<file path="src/rtl/rf_alu_sequencer.sv">
// rf_alu_sequencer
// Issues one micro-op at a time against the 8x4 register file: reads two
// operands, runs them through a small ALU and writes the result back.
//
//   state   | meaning
//   --------+------------------------------------------------------------
//   S_IDLE  | waiting for START; DONE pulses here for one cycle after WRITE
//   S_READ  | RP/RQ point at the latched sources; operands captured at end
//   S_EXEC  | ALU evaluates; result, write address and flags captured
//   S_WRITE | WR asserted for this single cycle; file captures at its end
module rf_alu_sequencer #(
   parameter int DATA_W = 4,
   parameter int ADDR_W = 3
) (
   input  logic              CLK,
   input  logic              CLRN,
   input  logic              START,
   input  logic [1:0]        OP,
   input  logic [ADDR_W-1:0] SRC_P,
   input  logic [ADDR_W-1:0] SRC_Q,
   input  logic [ADDR_W-1:0] DST,
   input  logic [DATA_W-1:0] IMM,
   input  logic [DATA_W-1:0] DATAP,
   input  logic [DATA_W-1:0] DATAQ,
   output logic [ADDR_W-1:0] RP,
   output logic [ADDR_W-1:0] RQ,
   output logic [ADDR_W-1:0] WA,
   output logic              WR,
   output logic [DATA_W-1:0] LD_DATA,
   output logic              BUSY,
   output logic              DONE,
   output logic              CARRY,
   output logic              ZERO
);

   localparam logic [1:0] OP_ADD   = 2'b00;
   localparam logic [1:0] OP_SUB   = 2'b01;
   localparam logic [1:0] OP_AND   = 2'b10;
   localparam logic [1:0] OP_LOADI = 2'b11;

   typedef enum logic [1:0] {
      S_IDLE  = 2'b00,
      S_READ  = 2'b01,
      S_EXEC  = 2'b10,
      S_WRITE = 2'b11
   } state_t;

   state_t state, state_nxt;

   logic              accept;
   logic [1:0]        op_q;
   logic [ADDR_W-1:0] rp_q;
   logic [ADDR_W-1:0] rq_q;
   logic [ADDR_W-1:0] dst_q;
   logic [DATA_W-1:0] imm_q;
   logic [DATA_W-1:0] a_q;
   logic [DATA_W-1:0] b_q;
   logic [ADDR_W-1:0] wa_q;
   logic [DATA_W-1:0] ld_q;
   logic              carry_q;
   logic              zero_q;
   logic              done_q;

   logic [DATA_W:0]   sum;
   logic [DATA_W:0]   diff;
   logic [DATA_W-1:0] alu_r;
   logic              alu_c;

   // State register; reset returns to IDLE, which drops WR immediately.
   always_ff @(posedge CLK or negedge CLRN) begin
      if (!CLRN) begin
         state <= S_IDLE;
      end else begin
         state <= state_nxt;
      end
   end

   // Next-state and handshake outputs; START is only looked at in IDLE.
   always_comb begin
      state_nxt = state;
      accept    = 1'b0;
      BUSY      = 1'b0;
      WR        = 1'b0;
      case (state)
         S_IDLE: begin
            if (START) begin
               accept    = 1'b1;
               state_nxt = S_READ;
            end
         end
         S_READ: begin
            BUSY      = 1'b1;
            state_nxt = S_EXEC;
         end
         S_EXEC: begin
            BUSY      = 1'b1;
            state_nxt = S_WRITE;
         end
         S_WRITE: begin
            BUSY      = 1'b1;
            WR        = 1'b1;
            state_nxt = S_IDLE;
         end
         default: state_nxt = S_IDLE;
      endcase
   end

   // ALU; the extra top bit of the subtract is the borrow, so CARRY = no-borrow.
   always_comb begin
      sum   = {1'b0, a_q} + {1'b0, b_q};
      diff  = {1'b0, a_q} - {1'b0, b_q};
      alu_r = '0;
      alu_c = carry_q;
      case (op_q)
         OP_ADD: begin
            alu_r = sum[DATA_W-1:0];
            alu_c = sum[DATA_W];
         end
         OP_SUB: begin
            alu_r = diff[DATA_W-1:0];
            alu_c = ~diff[DATA_W];
         end
         OP_AND:   alu_r = a_q & b_q;
         OP_LOADI: alu_r = imm_q;
         default:  alu_r = '0;
      endcase
   end

   // Command latch; read addresses are loaded here so they are stable throughout READ.
   always_ff @(posedge CLK or negedge CLRN) begin
      if (!CLRN) begin
         op_q  <= '0;
         rp_q  <= '0;
         rq_q  <= '0;
         dst_q <= '0;
         imm_q <= '0;
      end else if (accept) begin
         op_q  <= OP;
         rp_q  <= SRC_P;
         rq_q  <= SRC_Q;
         dst_q <= DST;
         imm_q <= IMM;
      end
   end

   // Operand capture from the combinational register file read ports.
   always_ff @(posedge CLK or negedge CLRN) begin
      if (!CLRN) begin
         a_q <= '0;
         b_q <= '0;
      end else if (state == S_READ) begin
         a_q <= DATAP;
         b_q <= DATAQ;
      end
   end

   // Result, write address and flags update together at the end of EXEC and then hold.
   always_ff @(posedge CLK or negedge CLRN) begin
      if (!CLRN) begin
         wa_q    <= '0;
         ld_q    <= '0;
         carry_q <= 1'b0;
         zero_q  <= 1'b0;
      end else if (state == S_EXEC) begin
         wa_q    <= dst_q;
         ld_q    <= alu_r;
         carry_q <= alu_c;
         zero_q  <= (alu_r == '0);
      end
   end

   // DONE follows a completed WRITE by one cycle; a reset during WRITE suppresses it.
   always_ff @(posedge CLK or negedge CLRN) begin
      if (!CLRN) begin
         done_q <= 1'b0;
      end else begin
         done_q <= (state == S_WRITE);
      end
   end

   assign RP      = rp_q;
   assign RQ      = rq_q;
   assign WA      = wa_q;
   assign LD_DATA = ld_q;
   assign DONE    = done_q;
   assign CARRY   = carry_q;
   assign ZERO    = zero_q;

endmodule
</file>
<file path="config.mk">
export PLATFORM = sky130hd
export DESIGN_NAME = rf_alu_sequencer
export DESIGN_NICKNAME = d
export VERILOG_FILES = /design/src/rtl/rf_alu_sequencer.sv
export SDC_FILE = /design/constraint.sdc
export NUM_CORES = 1
export LEC_CHECK = 0
export BUFFER_PORTS_ARGS = -buffer_cell sky130_fd_sc_hd__buf_4
export CAP_MARGIN = 20
export CORE_UTILIZATION = 47
export CTS_CLUSTER_SIZE = 40
export DETAILED_ROUTE_END_ITERATION = 16
export PLACE_DENSITY_LB_ADDON = 0.25
export SYNTH_ARGS = -nofsm -noshare
export SYNTH_HDL_FRONTEND = slang
export SYNTH_SLANG_ARGS = --single-unit
</file>
<file path="constraint.sdc">
create_clock -name CLK -period 1.9 [get_ports CLK]
set_input_delay 0.095 -clock CLK [delete_from_list [all_inputs] [get_ports CLK]]
set_output_delay 0.095 -clock CLK [all_outputs]
set_load 0.02 [all_outputs]
</file>
# [Word level (Yosys, flattened, before mapping)]
# Cells that the tools add are included.
[word_totals] reg_bits=35 input_bits=26 wordCells=38
[classes] add_sub_neg=2 eq_ne=7 mux=8 n_bitwise=2 n_reduce_logical=6
[ops] op="4-bit case mux with 4 select lines" count=1
[ops] op="2-bit == test (second input constant)" count=4
[ops] op="2-bit case mux with 4 select lines" count=1
[ops] op="4-bit by 4-bit adder with 5-bit output" count=1
[ops] op="4-bit by 4-bit subtractor with 5-bit output" count=1
[ops] op="4-bit AND" count=1
[ops] op="2-bit by 1-bit == test with 1-bit output (second input constant)" count=2
[ops] op="2-bit logical NOT" count=2
[ops] op="4-bit logical NOT" count=1
[ops] op="1-bit two-way mux" count=4
[ops] op="3-bit OR reduction" count=1
[ops] op="2-bit two-way mux" count=1
[ops] op="2-bit != test (second input constant)" count=1
[ops] op="1-bit case mux with 2 select lines" count=1
[ops] op="2-bit AND reduction" count=1
[ops] op="2-bit nonzero test" count=1
[ops] op="1-bit inverter" count=1

# [Longest topological paths before layout]
[depth] ltp_word=3 depth_mapped=8 mapped_depth_nobuf=8

# [Worst setup path before layout]
# Ideal clock, no wire load.
[synth_path] path_type="flip-flop to flip-flop" from="register a_q[0]" to="register ld_q[1], in the netlist LD_DATA[1]" setup_time_ps=125 t_arrival_ps=1784 required_ps=1775 slack_ps=-9 path_stages_with_launch=7 cell_sequence="dfrtp_1 inv_1 ha_1 fa_1 inv_1 mux4_2 mux2_2"
[synth_via] elab_chain_len=2 word_cells_on_any_way=3 cone_classes="add/sub: 2; mux: 1"
[synth_rtl] item="start, declared" line="56" source="logic [DATA_W-1:0] a_q;"
[synth_rtl] item="start signal, assigned" line="149" source="a_q <= '0;"
[synth_rtl] item="start signal, assigned" line="152" source="a_q <= DATAP;"
[synth_rtl] item="4-bit by 4-bit subtractor with 5-bit output or 4-bit by 4-bit adder with 5-bit output (tied branches)" line="111, 110"
[synth_rtl] item="4-bit case mux with 4 select lines (*)" line="114" source="case (op_q)"
[synth_rtl] item="end signal, assigned" line="166" source="ld_q <= alu_r;"
[synth_rtl] item="end, declared" line="59" source="logic [DATA_W-1:0] ld_q;"
# Every way passes the cells marked *; elsewhere a longest branch is shown, timed or not.
# A chain may end at the register's enable or synchronous reset.

# [Worst setup path after layout]
[layout_path] from="register b_q[0]" to="register ld_q[1], in the netlist LD_DATA[1]"
[layout_via] elab_chain_len=2 word_cells_on_any_way=3 cone_classes="add/sub: 2; mux: 1"
[layout_rtl] item="start, declared" line="57" source="logic [DATA_W-1:0] b_q;"
[layout_rtl] item="start signal, assigned" line="150" source="b_q <= '0;"
[layout_rtl] item="start signal, assigned" line="153" source="b_q <= DATAQ;"
[layout_rtl] item="4-bit by 4-bit subtractor with 5-bit output or 4-bit by 4-bit adder with 5-bit output (tied branches)" line="111, 110"
[layout_rtl] item="4-bit case mux with 4 select lines (*)" line="114"
# Marks and branches as above.

==> metrics list <==
* Average footprint of a synthesized cell: 12.41 µm²
* Floorplan die height: 63.23 µm
- Full die area: 3997 µm²
* Area Overhead vs Synth: 31.39%
- Required time of the worst setup path: 2.07 ns
* Post-DRT Antenna Nets: 0
- Share of layout cells above drive strength 1: 0.4949
- Hold/Removal Path Class: in2reg
- For this run, the total global-route usage over all layers was measured as 0.2040.
- Count of TritonRoute iterations in the first routing pass: 4
* CP Capture Type: flop
- Post-synthesis cell area: 1762 µm²
- Unrepaired setup endpoints after global routing: true
- Dpl hpwl: 2632 µm
* Master cell of the clock root buffer: sky130_fd_sc_hd__clkbuf_8
- Yosys mapped a number of flops with a built-in enable equal to 0.
* Worst Path Max Fanout: 3
* Path type of the worst setup path: reg2reg
- At the placement stage, the worst setup path has a slack of -0.08149 ns.
- The worst-case IR drop observed on VDD is 0.0008560 V.
- The net count of the finished layout is 238.
* WP data arrival: 2.16 ns
* Num rows: 21
- STA classifies the critical path startpoint as a flop.
- Remaining global-route overflow: 0
* IO buf count: 43
- Net count after synthesis: 183
* Portion of the post-synthesis area used by sequential elements: 0.4972
- Placeable Area: 3468 µm²
- Worst clock skew on the final layout: 0.006940 ns
- Pin count of the biggest net entering global routing: 36
- Yosys synthesis warning count: 0
* Prevailing post-synth register cell: sky130_fd_sc_hd__dfrtp_1
- Counting along the longest clock path gives a buffer depth of 2.
* Worst slew pin tran: 0.4420 ns
- TritonCTS clock tree: done
- Starting density of the core: 0.5079
- Dividing the final minimum period by the clock period gives 1.047.
* Leakage component of the power: 1.103 nW
- Number of slew-limit violations in the final report: 0
- For the worst-skew pair, the clock arrives at the later sink with an insertion delay of 0.28 ns.
- The repair_antennas step left the layout with diodes totalling 0.
- Residual DRC count: 0
- Pin placement for this block handled 44 I/O pins.
- The number of different library cells used by synthesis comes to 32.
- Final hold violation count: 0
* Failing checks: setup timing
- Setup violations remaining at the end of the flow were counted as 2.
- The routed design could run at a clock period as short as 1.989 ns.
- CTS Sinks: 35
- Number of global-route vias before repair: 1,305
* Footprint of the flip-flops and latches: 877.1 µm²
- Using the TritonRoute via totals, the vias-per-cell ratio works out to 5.193.
* Starting DRC count in detailed routing: 49
- Summing all multi-input logic gate instances after layout gives 849.6 µm².
- Measured on the finished design, the core utilization comes to 0.6674.
- Max-slew headroom at the worst pin: 0.7053
- The flow ran to the end, but the final reports show violations.
* Timing-limited maximum frequency: 502.7 MHz
- In the post-route analysis, the smallest setup slack over all paths is -0.08925 ns.
* Hold Slack: 0.02602 ns
- Clock-pin slew was measured on the worst setup and hold paths at 0.07 ns.
* Final RePlAce weighted congestion: 0.8718
- Average routed wire per standard cell: 15.23 µm
- The routed design has 3717 µm of wire.
- Width of the die: 63.23 µm
- Global-route wire length before repair: 6154 µm
- The routed layout has 1,267 vias.
* Pwr per Cell Area: 1944 nW/µm²
* Fill cell instance count of the final layout: 283
- Final Non-Filler Cells: 244
- For this run, asynchronously set or reset flops after synthesis account for 1.000.
* Cell count after placement: 231
- In this run, synthesis produced a sequential element count of 35.
* Cts bufs inserted: 5
* Post-Synthesis Cells: 142
* Number of max-capacitance violations reported: 0
- Antenna violations before repair: 0
* Level count of the clock H-tree: 2
power by group:
part	internal, mW	switching (mW)
logic	1.30	1.26
clock network	0.256	0.264
registers	1.14	0.287
path summary, 6_finish.rpt:
kind                       cells past startpoint                   start  slack, ns                endpoint
min in group asynchronous                      2                    CLRN       0.30      b_q[3]$_DFFE_PN0N_
max in group asynchronous                      2                    CLRN       1.28      b_q[1]$_DFFE_PN0N_
setup / recovery                               5      b_q[0]$_DFFE_PN0N_      -0.09  LD_DATA[1]$_DFFE_PN0P_
hold reg to reg                                1  LD_DATA[3]$_DFFE_PN0P_       0.49  LD_DATA[3]$_DFFE_PN0P_
hold / removal                                 3                DATAQ[2]       0.03      b_q[2]$_DFFE_PN0N_
setup reg to reg                               5      b_q[0]$_DFFE_PN0N_      -0.09  LD_DATA[1]$_DFFE_PN0P_
area by class of cell:
class / instances / area share
multi-input cells: 90 / 0.3670
flip-flops and latches: 35 / 0.3789
repair buffers: 53 / 0.1730
clock inverters: 2 / 0.005405
well taps: 46 / 0.02486
clock buffers: 6 / 0.03135
inverters: 12 / 0.01946
worst max-delay path, cell delays in order (launching register included):
cell and delay (ns):
sky130_fd_sc_hd__dfrtp_1 0.42, sky130_fd_sc_hd__ha_4 0.18, sky130_fd_sc_hd__fa_1 0.48, sky130_fd_sc_hd__inv_1 0.04, sky130_fd_sc_hd__mux4_2 0.48, sky130_fd_sc_hd__mux2_4 0.28
kinds of logic after synthesis:
logic type / after synthesis / share of synthesized area
and+or+nand+nor: 24 / 0.07245
xor gates and xnor gates: 2 / 0.009945
AOI/OAI and AO/OA: 21 / 0.08026
buffers and inverters: 17 / 0.04119
DFF: 35 / 0.4972
muxes: 28 / 0.1839
adders and majority gates: 15 / 0.1151
synthesized netlist by cell type (2+ instances only):
cell / number / area share
sky130_fd_sc_hd__a21oi_1: 4 / 0.011
sky130_fd_sc_hd__buf_4: 2 / 0.0085
sky130_fd_sc_hd__clkbuf_1: 2 / 0.0043
sky130_fd_sc_hd__dfrtp_1: 35 / 0.50
sky130_fd_sc_hd__fa_1: 2 / 0.023
sky130_fd_sc_hd__ha_1: 13 / 0.092
sky130_fd_sc_hd__inv_1: 12 / 0.026
sky130_fd_sc_hd__mux2_2: 24 / 0.15
sky130_fd_sc_hd__mux2i_1: 2 / 0.011
sky130_fd_sc_hd__nand2_1: 8 / 0.017
sky130_fd_sc_hd__nor2_1: 5 / 0.011
sky130_fd_sc_hd__nor2b_1: 3 / 0.011
sky130_fd_sc_hd__nor3_1: 3 / 0.0085
sky130_fd_sc_hd__o21ai_0: 8 / 0.023
sky130_fd_sc_hd__o21ai_1: 2 / 0.0057
registers in the layout (all words and copies together) (netlist names), 2 cells and up:
signal	count
RP	3
LD_DATA	4
op_q	2
WA	3
b_q	4
dst_q	3
imm_q	4
RQ	3
state	2
a_q	4
repair_timing:
item | 4_1_cts | 5_1_grt
pin swaps | 2 | 2
endpoints found under the hold margin | 35 | 0
setup endpoints to repair | 2 | 3
buffers inserted | 1 | 3
hold buffers | 1 | 0
gates resized for setup | 3 | 5
stage by stage:
step                       TNS (ns)  total power [mW]  instance area, µm²
after global routing        -0.3258             4.836                2315
after floorplan                   0             3.022                1764
after global placement    -0.007709             3.656                2155
after detailed placement    -0.1233             3.782                2155
final                       -0.1609             4.501                2315
after CTS                   -0.1179             4.373                2271
cell usage in the layout, fill, tap and decap left out, types with 2 or more instances in the layout:
| cell | count |
|---|---|
| sky130_fd_sc_hd__mux2i_1 | 2 |
| sky130_fd_sc_hd__nor2_1 | 4 |
| sky130_fd_sc_hd__a21oi_1 | 4 |
| sky130_fd_sc_hd__nand2_1 | 8 |
| sky130_fd_sc_hd__o21ai_1 | 2 |
| sky130_fd_sc_hd__fa_1 | 2 |
| sky130_fd_sc_hd__mux2_2 | 23 |
| sky130_fd_sc_hd__inv_1 | 11 |
| sky130_fd_sc_hd__nor2b_1 | 2 |
| sky130_fd_sc_hd__dfrtp_1 | 34 |
| sky130_fd_sc_hd__ha_1 | 10 |
| sky130_fd_sc_hd__buf_4 | 52 |
| sky130_fd_sc_hd__o21ai_0 | 8 |
| sky130_fd_sc_hd__ha_4 | 2 |
| sky130_fd_sc_hd__clkbuf_8 | 5 |
| sky130_fd_sc_hd__nor3_1 | 3 |
per-layer routing:
metal,share of wire,GRT usage,up-vias
met5,0,0,-
met4,0.011,0.05682,0
met3,0.054,0.06884,8
met2,0.52,0.3495,46
met1,0.42,0.2426,618
li1,-,-,595
Power figures use the tool's default switching activity.
